[src/rtl/pipe_mult_acc_if.sv]
// Handshake and operand bundle for the pipelined multiply-accumulate unit.
// The master issues requests; the slave (the multiplier) returns status and result.
interface pipe_mult_acc_if #(
    parameter int WIDTH = 8
);
    logic               start;
    logic [WIDTH-1:0]   A;
    logic [WIDTH-1:0]   B;
    logic               sign_en;
    logic               acc_en;
    logic               busy;
    logic               done_mult;
    logic [2*WIDTH-1:0] result_mult;
    logic               ovf;

    modport master (
        output start, A, B, sign_en, acc_en,
        input  busy, done_mult, result_mult, ovf
    );

    modport slave (
        input  start, A, B, sign_en, acc_en,
        output busy, done_mult, result_mult, ovf
    );
endinterface

[src/rtl/pipe_mult_acc.sv]
// WIDTH x WIDTH signed/unsigned multiplier with optional accumulate.
// Operands are captured at acceptance; the result lands exactly STAGES edges later.
module pipe_mult_acc #(
    parameter int WIDTH  = 8,
    parameter int STAGES = 3
) (
    input  logic             clk,
    input  logic             reset,
    pipe_mult_acc_if.slave   mul_if
);
    localparam int PW = 2 * WIDTH;
    localparam int CW = $clog2(STAGES + 1);
    localparam logic [CW:0] CNT_TWO = 2;

    logic [WIDTH-1:0] r_a;
    logic [WIDTH-1:0] r_b;
    logic             r_sign;
    logic             r_acc;
    logic [CW-1:0]    r_cnt;
    logic             r_busy;
    logic             r_done;
    logic             r_ovf;
    logic [PW-1:0]    r_result;

    logic [PW-1:0]    w_a_ext;
    logic [PW-1:0]    w_b_ext;
    logic [PW-1:0]    w_prod;
    logic [PW:0]      w_sum_c;
    logic             w_ovf_u;
    logic             w_ovf_s;
    logic             w_accept;
    logic             w_finish;

    // Product is taken modulo 2^PW, which is exact for sign-extended operands.
    assign w_a_ext  = r_sign ? {{WIDTH{r_a[WIDTH-1]}}, r_a} : {{WIDTH{1'b0}}, r_a};
    assign w_b_ext  = r_sign ? {{WIDTH{r_b[WIDTH-1]}}, r_b} : {{WIDTH{1'b0}}, r_b};
    assign w_prod   = w_a_ext * w_b_ext;
    assign w_sum_c  = {1'b0, r_result} + {1'b0, w_prod};
    assign w_ovf_u  = w_sum_c[PW];
    assign w_ovf_s  = (r_result[PW-1] == w_prod[PW-1]) && (w_sum_c[PW-1] != r_result[PW-1]);

    assign w_accept = mul_if.start && !r_busy;
    assign w_finish = (r_cnt == CW'(1));

    // r_cnt holds the edges remaining until the result edge; with STAGES=1 the
    // finishing edge may also accept the next operation, so accept is applied last.
    always_ff @(posedge clk) begin
        if (reset) begin
            r_a      <= '0;
            r_b      <= '0;
            r_sign   <= 1'b0;
            r_acc    <= 1'b0;
            r_cnt    <= '0;
            r_busy   <= 1'b0;
            r_done   <= 1'b0;
            r_ovf    <= 1'b0;
            r_result <= '0;
        end else begin
            r_done <= 1'b0;
            r_ovf  <= 1'b0;
            if (r_cnt != '0) begin
                r_cnt  <= r_cnt - CW'(1);
                r_busy <= ({1'b0, r_cnt} >= CNT_TWO);
                if (w_finish) begin
                    r_done <= 1'b1;
                    if (r_acc) begin
                        r_result <= w_sum_c[PW-1:0];
                        r_ovf    <= r_sign ? w_ovf_s : w_ovf_u;
                    end else begin
                        r_result <= w_prod;
                    end
                end
            end
            if (w_accept) begin
                r_a    <= mul_if.A;
                r_b    <= mul_if.B;
                r_sign <= mul_if.sign_en;
                r_acc  <= mul_if.acc_en;
                r_cnt  <= CW'(STAGES);
                r_busy <= (STAGES > 1);
            end
        end
    end

    assign mul_if.busy        = r_busy;
    assign mul_if.done_mult   = r_done;
    assign mul_if.result_mult = r_result;
    assign mul_if.ovf         = r_ovf;
endmodule

[src/flat_wrapper.sv]
// flat-port wrapper written by rule: the top's interface ports become plain ports
module pipe_mult_acc_flat 
#(
    parameter int WIDTH  = 8,
    parameter int STAGES = 3
)
  (clk, reset, mul_if_start, mul_if_A, mul_if_B, mul_if_sign_en, mul_if_acc_en, mul_if_busy, mul_if_done_mult, mul_if_result_mult, mul_if_ovf);
  pipe_mult_acc_if #(.WIDTH(WIDTH)) mul_if_i ();
  input  logic clk;
  input  logic reset;
  input wire logic [$bits(mul_if_i.start)-1:0] mul_if_start;
  input wire logic [$bits(mul_if_i.A)-1:0] mul_if_A;
  input wire logic [$bits(mul_if_i.B)-1:0] mul_if_B;
  input wire logic [$bits(mul_if_i.sign_en)-1:0] mul_if_sign_en;
  input wire logic [$bits(mul_if_i.acc_en)-1:0] mul_if_acc_en;
  output wire logic [$bits(mul_if_i.busy)-1:0] mul_if_busy;
  output wire logic [$bits(mul_if_i.done_mult)-1:0] mul_if_done_mult;
  output wire logic [$bits(mul_if_i.result_mult)-1:0] mul_if_result_mult;
  output wire logic [$bits(mul_if_i.ovf)-1:0] mul_if_ovf;
  assign mul_if_i.start = mul_if_start;
  assign mul_if_i.A = mul_if_A;
  assign mul_if_i.B = mul_if_B;
  assign mul_if_i.sign_en = mul_if_sign_en;
  assign mul_if_i.acc_en = mul_if_acc_en;
  assign mul_if_busy = mul_if_i.busy;
  assign mul_if_done_mult = mul_if_i.done_mult;
  assign mul_if_result_mult = mul_if_i.result_mult;
  assign mul_if_ovf = mul_if_i.ovf;
  pipe_mult_acc #(.WIDTH(WIDTH), .STAGES(STAGES)) u_core (.clk(clk), .reset(reset), .mul_if(mul_if_i));
endmodule
[config.mk]
export PLATFORM = sky130hd
export DESIGN_NAME = pipe_mult_acc_flat
export DESIGN_NICKNAME = d
export VERILOG_FILES = /design/src/rtl/pipe_mult_acc_if.sv /design/src/rtl/pipe_mult_acc.sv /design/src/flat_wrapper.sv
export SDC_FILE = /design/constraint.sdc
export NUM_CORES = 1
export LEC_CHECK = 0
export ABC_AREA = 1
export CORE_MARGIN = 2
export CORE_UTILIZATION = 50
export DETAILED_ROUTE_END_ITERATION = 10
export MAX_ROUTING_LAYER = met4
export PLACE_DENSITY = 0.69
export SETUP_SLACK_MARGIN = 0.5
export SLEW_MARGIN = 20
export SYNTH_ARGS = -nofsm -noshare
export SYNTH_HDL_FRONTEND = slang
export SYNTH_SLANG_ARGS = --single-unit
export TNS_END_PERCENT = 50
[constraint.sdc]
create_clock -name clk -period 8.2 [get_ports clk]
set_input_delay 2.46 -clock clk [delete_from_list [all_inputs] [get_ports clk]]
set_output_delay 2.46 -clock clk [all_outputs]
set_load 0.1 [all_outputs]
==> metrics.md, run 1 <==
| Metric | Value |
|---|---|
| CP Data Arrival Time | 7.10 ns |
| Max-Cap Viols | 0 |
| Post-Syn Area | 6240 um2 |
| Area Overhead vs Synth | 9.84% |
| Asr flop ratio synth | 0% |
| H-tree level count | 2 |
| Leak | 4.06 nW |
| Post-CTS sizing | 0 |
| N_diodes | 0 |
| Relative slew slack | 34.9% |
| DRC viols | 0 |
| Final min period | around 6.9 ns |
| Area occupied by multi-input gates | around 4400 um2 |
| Yosys top cell by area | fa_1 |
| Setup TNS | 0 ns |
| Period Utilization, post-route | 84.5% |
| Port bufs | 39 |
| Max IR drop VDD | roughly 0.00012 V |
| Synth top area share | 25.0% |
| Sequential Area | 781 um2 |
| Worst Tran Pin Value | 0.974 ns |
| Worst Hold Class | reg2reg |
| Clock network fraction of total power | 18.3% |
| Post-Syn Area per Cell | 7.02 um2 |
| Vias in the first global route | just over 5000 |
| Fmax | 144 MHz |
| Fill cells | 1201 |
| NetSw | around 0.49 mW |
| Vias per cell | 4.72 |
| Postcts setup bufs | 0 |
| DRT Wirelength | approximately 13000 um |
| CTS tree | built |
| Internal power | 0.512 mW |
| Post-synthesis sequential area ratio | 12.5% |
| Switching Share | 49.0% |
| Metal2 WL | ~6000 um |
| Main synth FF type | dfxtp_1 |
| Post-Syn Nets | approximately 1100 |
| Share of cells above drive strength 1 | 2.32% |
| Wirelength per Cell | 12.5 um |
| Die Span Y | around 120 um |
| Critical path required time | 8.37 ns |
| First-pass GRT wire length | 24100 um |
| Register share of total power | 26.2% |
| Largest net degree at the start of global routing | 31 |
| Clock skew | 0.00925 ns |
| Starting Density | 51.5% |
| Startpoint class of the critical path | flip-flop |
| Final setup viols | 0 |
| Cells after Synth | 889 |
| Logic pwr share | 55.5% |
| # rows | 40 |
| Final GP Congestion | about 0.89 |
| Max clock buf depth | 2 |
| Hold buffers post-CTS | 0 |
| Num ports | 40 |
| Final #Nets | between 1000 and 1500 |
| Drt pass-1 iters | 4 |
| Total grt overflow | 0 |
| DP Worst Slack | 1.32 ns |
| Max Used Layer | met4 |
| Post-synth EDFFs | 0 |
| Core box area | 12100 um2 |
| Clock transition at the registers of the reported paths | roughly 0.060 ns |
| Die W | 116 um |
| Clock Latency Late Sink | between 0.2 and 0.3 ns |
| Final hold violations | 0 |
| Synth area leaders | fa_1, inv_1, ha_1 |
| Starting DRT DRC Count | 270 |
| Worst-path fanout max | 9 |
| Post-route ant nets | 0 |
| Crit path kind | reg2reg |
| Kind of end point of the critical path | flip-flop |
| Initial antenna violation count | 0 |
| Total number of vias | approximately 5000 |
| Die ar. | about 13000 um2 |
| TritonCTS Buffers | 5 |
| Yosys cell types | 33 |
| Outcome | completed |
| Total GRT Usage | between 20% and 30% |
| Power per cell area | about 150 nW/um2 |
| # clock sinks | 39 |
| Synth Register Bits | 39 |
| Fin. max-slew vios | 0 |
| Placed wire-length estimate | 11000 um |
| Metal1 wirelength | roughly 6700 um |
| Ys Warns | 0 |
| Worst Setup Slack, final | 1.27 ns |
| RSZ-0062 raised after global routing | false |
| Met3 wire length | between 600 and 700 um |
| Root buf cell | clkbuf_16 |
| Fin util | 56.6% |
## stage by stage
stage | hold WS, ns | instance area [um2] | instances | power (mW)
after floorplan | 0.532 | 6240 | 889 | 0.693
after global placement | 0.491 | 6720 | 1067 | 0.816
after detailed placement | 0.493 | 6720 | 1067 | 0.818
after CTS | 0.506 | 6860 | 1073 | 1.01
after global routing | 0.525 | 6860 | 1073 | 1.10
final | 0.503 | 6860 | 1073 | 1.00
## metal layers
| metal | GRT usage [%] | vias to the layer above |
|---|---|---|
| met3 | 4.76 | 8 |
| met2 | 36.4 | 91 |
| met4 | 3.02 | 0 |
| met5 | - | - |
| met1 | 32.5 | 2284 |
| li1 | - | 2685 |
## cell type report
cell class | count | area share, %
sequential | 39 | 11.4
timing repair buffer | 40 | 5.80
clock inverter | 1 | 0.110
inverter | 241 | 13.2
multi-input combinational | 579 | 64.6
clock buffer | 5 | 1.83
tap | 168 | 3.07
## synth_stat cells, drive strengths merged, types with 11 or more instances
master / n
nand3: 33
dfxtp: 39
clkbuf: 23
ha: 68
nand2: 187
inv: 241
fa: 78
nor2: 68
a21oi: 43
xor2: 11
o21ai: 49
## power by group through the flow
stage	Combinational, mW	Sequential, mW	Clock [mW]
floorplan	0.358	0.335	0
global placement	0.550	0.266	0
detailed placement	0.553	0.266	0
CTS	0.560	0.262	0.190
global route	0.635	0.267	0.198
finish	0.557	0.263	0.184
## worst paths after layout
check / startpoint / cells past startpoint / slack, ns / to
max: u_core.r_a[7]$_SDFFE_PP0P_ / 26 / 1.27 / u_core.mul_if.ovf$_SDFF_PP0_
min: u_core.mul_if.result_mult[9]$_SDFFE_PP0P_ / 2 / 0.50 / u_core.mul_if.result_mult[9]$_SDFFE_PP0P_
min reg2reg: u_core.mul_if.result_mult[9]$_SDFFE_PP0P_ / 2 / 0.50 / u_core.mul_if.result_mult[9]$_SDFFE_PP0P_
max reg2reg: u_core.r_a[7]$_SDFFE_PP0P_ / 26 / 1.27 / u_core.mul_if.ovf$_SDFF_PP0_
## cells in the final DEF (no fill, tap or decap), types with 6 or more instances in the layout
cell type	instances
inv_1	239
nand3_1	30
xor2_1	10
a31oi_1	7
nor2_1	67
a21oi_1	42
fa_1	78
clkdlybuf4s50_1	39
ha_1	68
o21ai_0	48
xnor2_1	7
nor3_1	6
nand2_1	183
dfxtp_1	39
## state kept, by name, summed over array words and instances, names as in the netlist
register	cells
u_core.mul_if.result_mult	16
u_core.r_b	8
u_core.r_acc	1
u_core.r_cnt	2
u_core.mul_if.busy	1
u_core.r_a	8
u_core.mul_if.ovf	1
u_core.r_sign	1
u_core.mul_if.done_mult	1
## critical path: stages (launching register included)
cell and delay (ns):
dfxtp_1 0.58, nand2_1 0.14, nor2_1 0.33, fa_1 0.49
inv_1 0.24, fa_1 0.47, inv_1 0.09, fa_1 0.45
fa_1 0.52, fa_1 0.49, inv_1 0.06, fa_1 0.54
inv_1 0.05, ha_1 0.34, inv_1 0.10, nor3_1 0.25
nand3_1 0.10, nand3_1 0.11, xor2_1 0.25, ha_1 0.31
a21oi_1 0.14, o31ai_1 0.08, a21oi_1 0.17, nand2_1 0.11
or2_2 0.28, nand4_1 0.07, a21oi_1 0.06
## kinds of logic after synthesis
group / share of synthesized area (%)
xor+xnor: 2.65
compound gates: 9.84
flops: 12.5
buf+inv: 16.5
simple gates: 19.8
fa+ha+maj: 38.7
Note: power is estimated with default switching activity, not from simulation.
==> inputs of run 2 (changes only) <==
--- a/config.mk
+++ b/config.mk
@@ -10,7 +10,7 @@
 export CORE_UTILIZATION = 50
 export DETAILED_ROUTE_END_ITERATION = 10
 export MAX_ROUTING_LAYER = met4
-export PLACE_DENSITY = 0.69
+export PLACE_DENSITY = 0.72
 export SETUP_SLACK_MARGIN = 0.5
 export SLEW_MARGIN = 20
 export SYNTH_ARGS = -nofsm -noshare
==> constraint.sdc (replaced) <==
create_clock -name clk -period 6 [get_ports clk]
set_input_delay 1.8 -clock clk [delete_from_list [all_inputs] [get_ports clk]]
set_output_delay 1.8 -clock clk [all_outputs]
set_load 0.1 [all_outputs]
==> metrics.md, run 2 (same netlist as run 1, synthesis figures left out) <==
| Metric | Value |
|---|---|
| Outcome | finished, violations left |
| Failing checks | negative setup slack |
| Vias in the first global route | about 5800 |
| Starting Density | 51.5% |
| Final hold slack | 0.491 ns |
| Buffer and inverter count on the worst path | 9 |
| Fmax | 165 MHz |
| Max-Cap Viols | 0 |
| Worst r2r src | u_core.r_b[6]$_SDFFE_PP0P_ |
| Clock Latency Late Sink | 0.29 ns |
| Fin. max-slew vios | 0 |
| Drt pass-1 iters | 5 |
| Final GP Congestion | 0.942 |
| DP Worst Slack | -0.137 ns |
| Wirelength per Cell | between 10 and 15 um |
| # rows | 40 |
| Kind of end point of the critical path | flip-flop |
| Relative slew slack | 33.9% |
| Post-route ant nets | 0 |
| Root buf cell | clkbuf_16 |
| Die Span Y | between 100 and 150 um |
| Max Used Layer | met4 |
| Worst Hold Class | reg2reg |
| Slowest CP cell | fa_1 |
| Total number of vias | 5550 |
| Power per cell area | about 210 nW/um2 |
| Metal1 wirelength | 6840 um |
| Post-route cell area | 7820 um2 |
| Fill cells | around 1000 |
| Die ar. | 13400 um2 |
| Clock skew | 0.00766 ns |
| Port bufs | 39 |
| R2R setup slack | -0.04 ns |
| Placed wire-length estimate | 11800 um |
| Worst path max stage delay | 0.53 ns |
| Max clock buf depth | 2 |
| CTS tree | built |
| Area Overhead vs Synth | 25.3% |
| Largest net degree at the start of global routing | 31 |
| Worst Tran Pin Value | 0.988 ns |
| Crit-path leading delay family | adder cells |
| Final min period | 6.04 ns |
| Share of cells above drive strength 1 | between 10% and 20% |
| R2R Path End | u_core.mul_if.result_mult[15]$_SDFFE_PP0P_ |
| Max reg flops | 16 |
| Leak | between 4 and 5 nW |
| Crit path kind | reg2reg |
| Die W | ~120 um |
| Worst path most repeated cell | fa_1 |
| Reg2Reg Depth | 30 |
| Period Utilization, post-route | 101% |
| Core box area | 12100 um2 |
| Placed Area | 7270 um2 |
| Sequential Area | 806 um2 |
| Initial antenna violation count | 0 |
| Total grt overflow | 0 |
| Max IR drop VDD | 0.000191 V |
| Overall Power | 1.64 mW |
| First-pass GRT wire length | 26200 um |
| Vias per cell | roughly 4.9 |
| Area occupied by multi-input gates | 4850 um2 |
| Final setup viols | 2 |
| Most common cell after layout, fill and taps aside | inv_1 |
| Startpoint class of the critical path | flip-flop |
| DRC viols | 0 |
| Worst Setup Slack, final | -0.0438 ns |
| Hold buffers post-CTS | 0 |
| TritonCTS Buffers | 5 |
| Setup TNS | -0.0673 ns |
| Final #Nets | 1137 |
| Num ports | 40 |
| # clock sinks | 39 |
| H-tree level count | 2 |
| Critical path required time | 6.23 ns |
| Most frequent cells in the layout | inv_1, nand2_1, fa_1 |
| CP Data Arrival Time | 6.27 ns |
| Worst Hold Depth | 2 |
| N_diodes | 0 |
| RSZ-0062 raised after global routing | true |
| Met3 wire length | 762 um |
| Clock transition at the registers of the reported paths | 0.06 ns |
| Starting DRT DRC Count | 312 |
| Hold wc startpoint | u_core.mul_if.result_mult[9]$_SDFFE_PP0P_ |
| Hold endpoint | u_core.mul_if.result_mult[9]$_SDFFE_PP0P_ |
| DRT Wirelength | approximately 15000 um |
| Worst-path fanout max | 6 |
| Total GRT Usage | 25.3% |
| Final hold violations | 0 |
| Metal2 WL | 7060 um |
[run 2: worst max-delay path by stage]
stage | endpoint | startpoint | slack (ns) | cells past startpoint
3_3_place_gp | u_core.mul_if.result_mult[11]$_SDFFE_PP0P_ | u_core.r_a[6]$_SDFFE_PP0P_ | -0.08 | 28
4_1_cts | u_core.mul_if.ovf$_SDFF_PP0_ | u_core.r_sign$_SDFFE_PP0P_ | 0.01 | 28
2_1_floorplan | u_core.mul_if.ovf$_SDFF_PP0_ | u_core.r_sign$_SDFFE_PP0P_ | 0.08 | 29
5_1_grt | u_core.mul_if.ovf$_SDFF_PP0_ | u_core.r_a[7]$_SDFFE_PP0P_ | -0.30 | 28
6_report | u_core.mul_if.result_mult[15]$_SDFFE_PP0P_ | u_core.r_b[6]$_SDFFE_PP0P_ | -0.04 | 30
3_5_place_dp | u_core.mul_if.ovf$_SDFF_PP0_ | u_core.r_a[7]$_SDFFE_PP0P_ | -0.14 | 26
[run 2: routing by layer]
| metal | GRT usage [%] | vias to the layer above |
|---|---|---|
| met5 | - | - |
| met4 | 6.67 | 0 |
| met3 | 3.03 | 34 |
| met2 | 42.5 | 142 |
| met1 | 32.5 | 2557 |
| li1 | - | 2817 |
[run 2: final cells by class]
cell class	count	area share [%]
Multi-Input combinational cell	579	62.0
Inverter	241	11.7
Timing Repair Buffer	104	11.3
Sequential cell	39	10.3
Tap cell	168	2.69
Clock buffer	7	1.82
Clock inverter	1	0.112
[run 2: worst reg2reg max path, delay by kind of cell (launching register included)]
kind,cells,cell delay (ns)
flops,1,0.37
buf+inv,9,0.54
xor+xnor,1,0.19
simple gates,10,0.95
compound gates,2,0.30
fa+ha+maj,8,3.63
[run 2: per-stage QoR]
stage / std cells / utilization, %
finish: 1139 / 64.6
detailed placement: 1123 / 60.0
floorplan: 889 / -
CTS: 1136 / 63.0
global route: 1139 / 64.6
global placement: 1123 / 60.0
[run 2: repair_timing]
item / CTS / global route
resized for setup: 52 / 43
pin swaps: 31 / 34
endpoints found under the setup margin: 7 / 9
buffers inserted: 5 / 3
[run 2: where the power goes]
| part | internal [mW] | switching [mW] |
|---|---|---|
| Clock | 0.167 | 0.116 |
| Sequential | 0.298 | 0.0498 |
| Combinational | 0.391 | 0.620 |
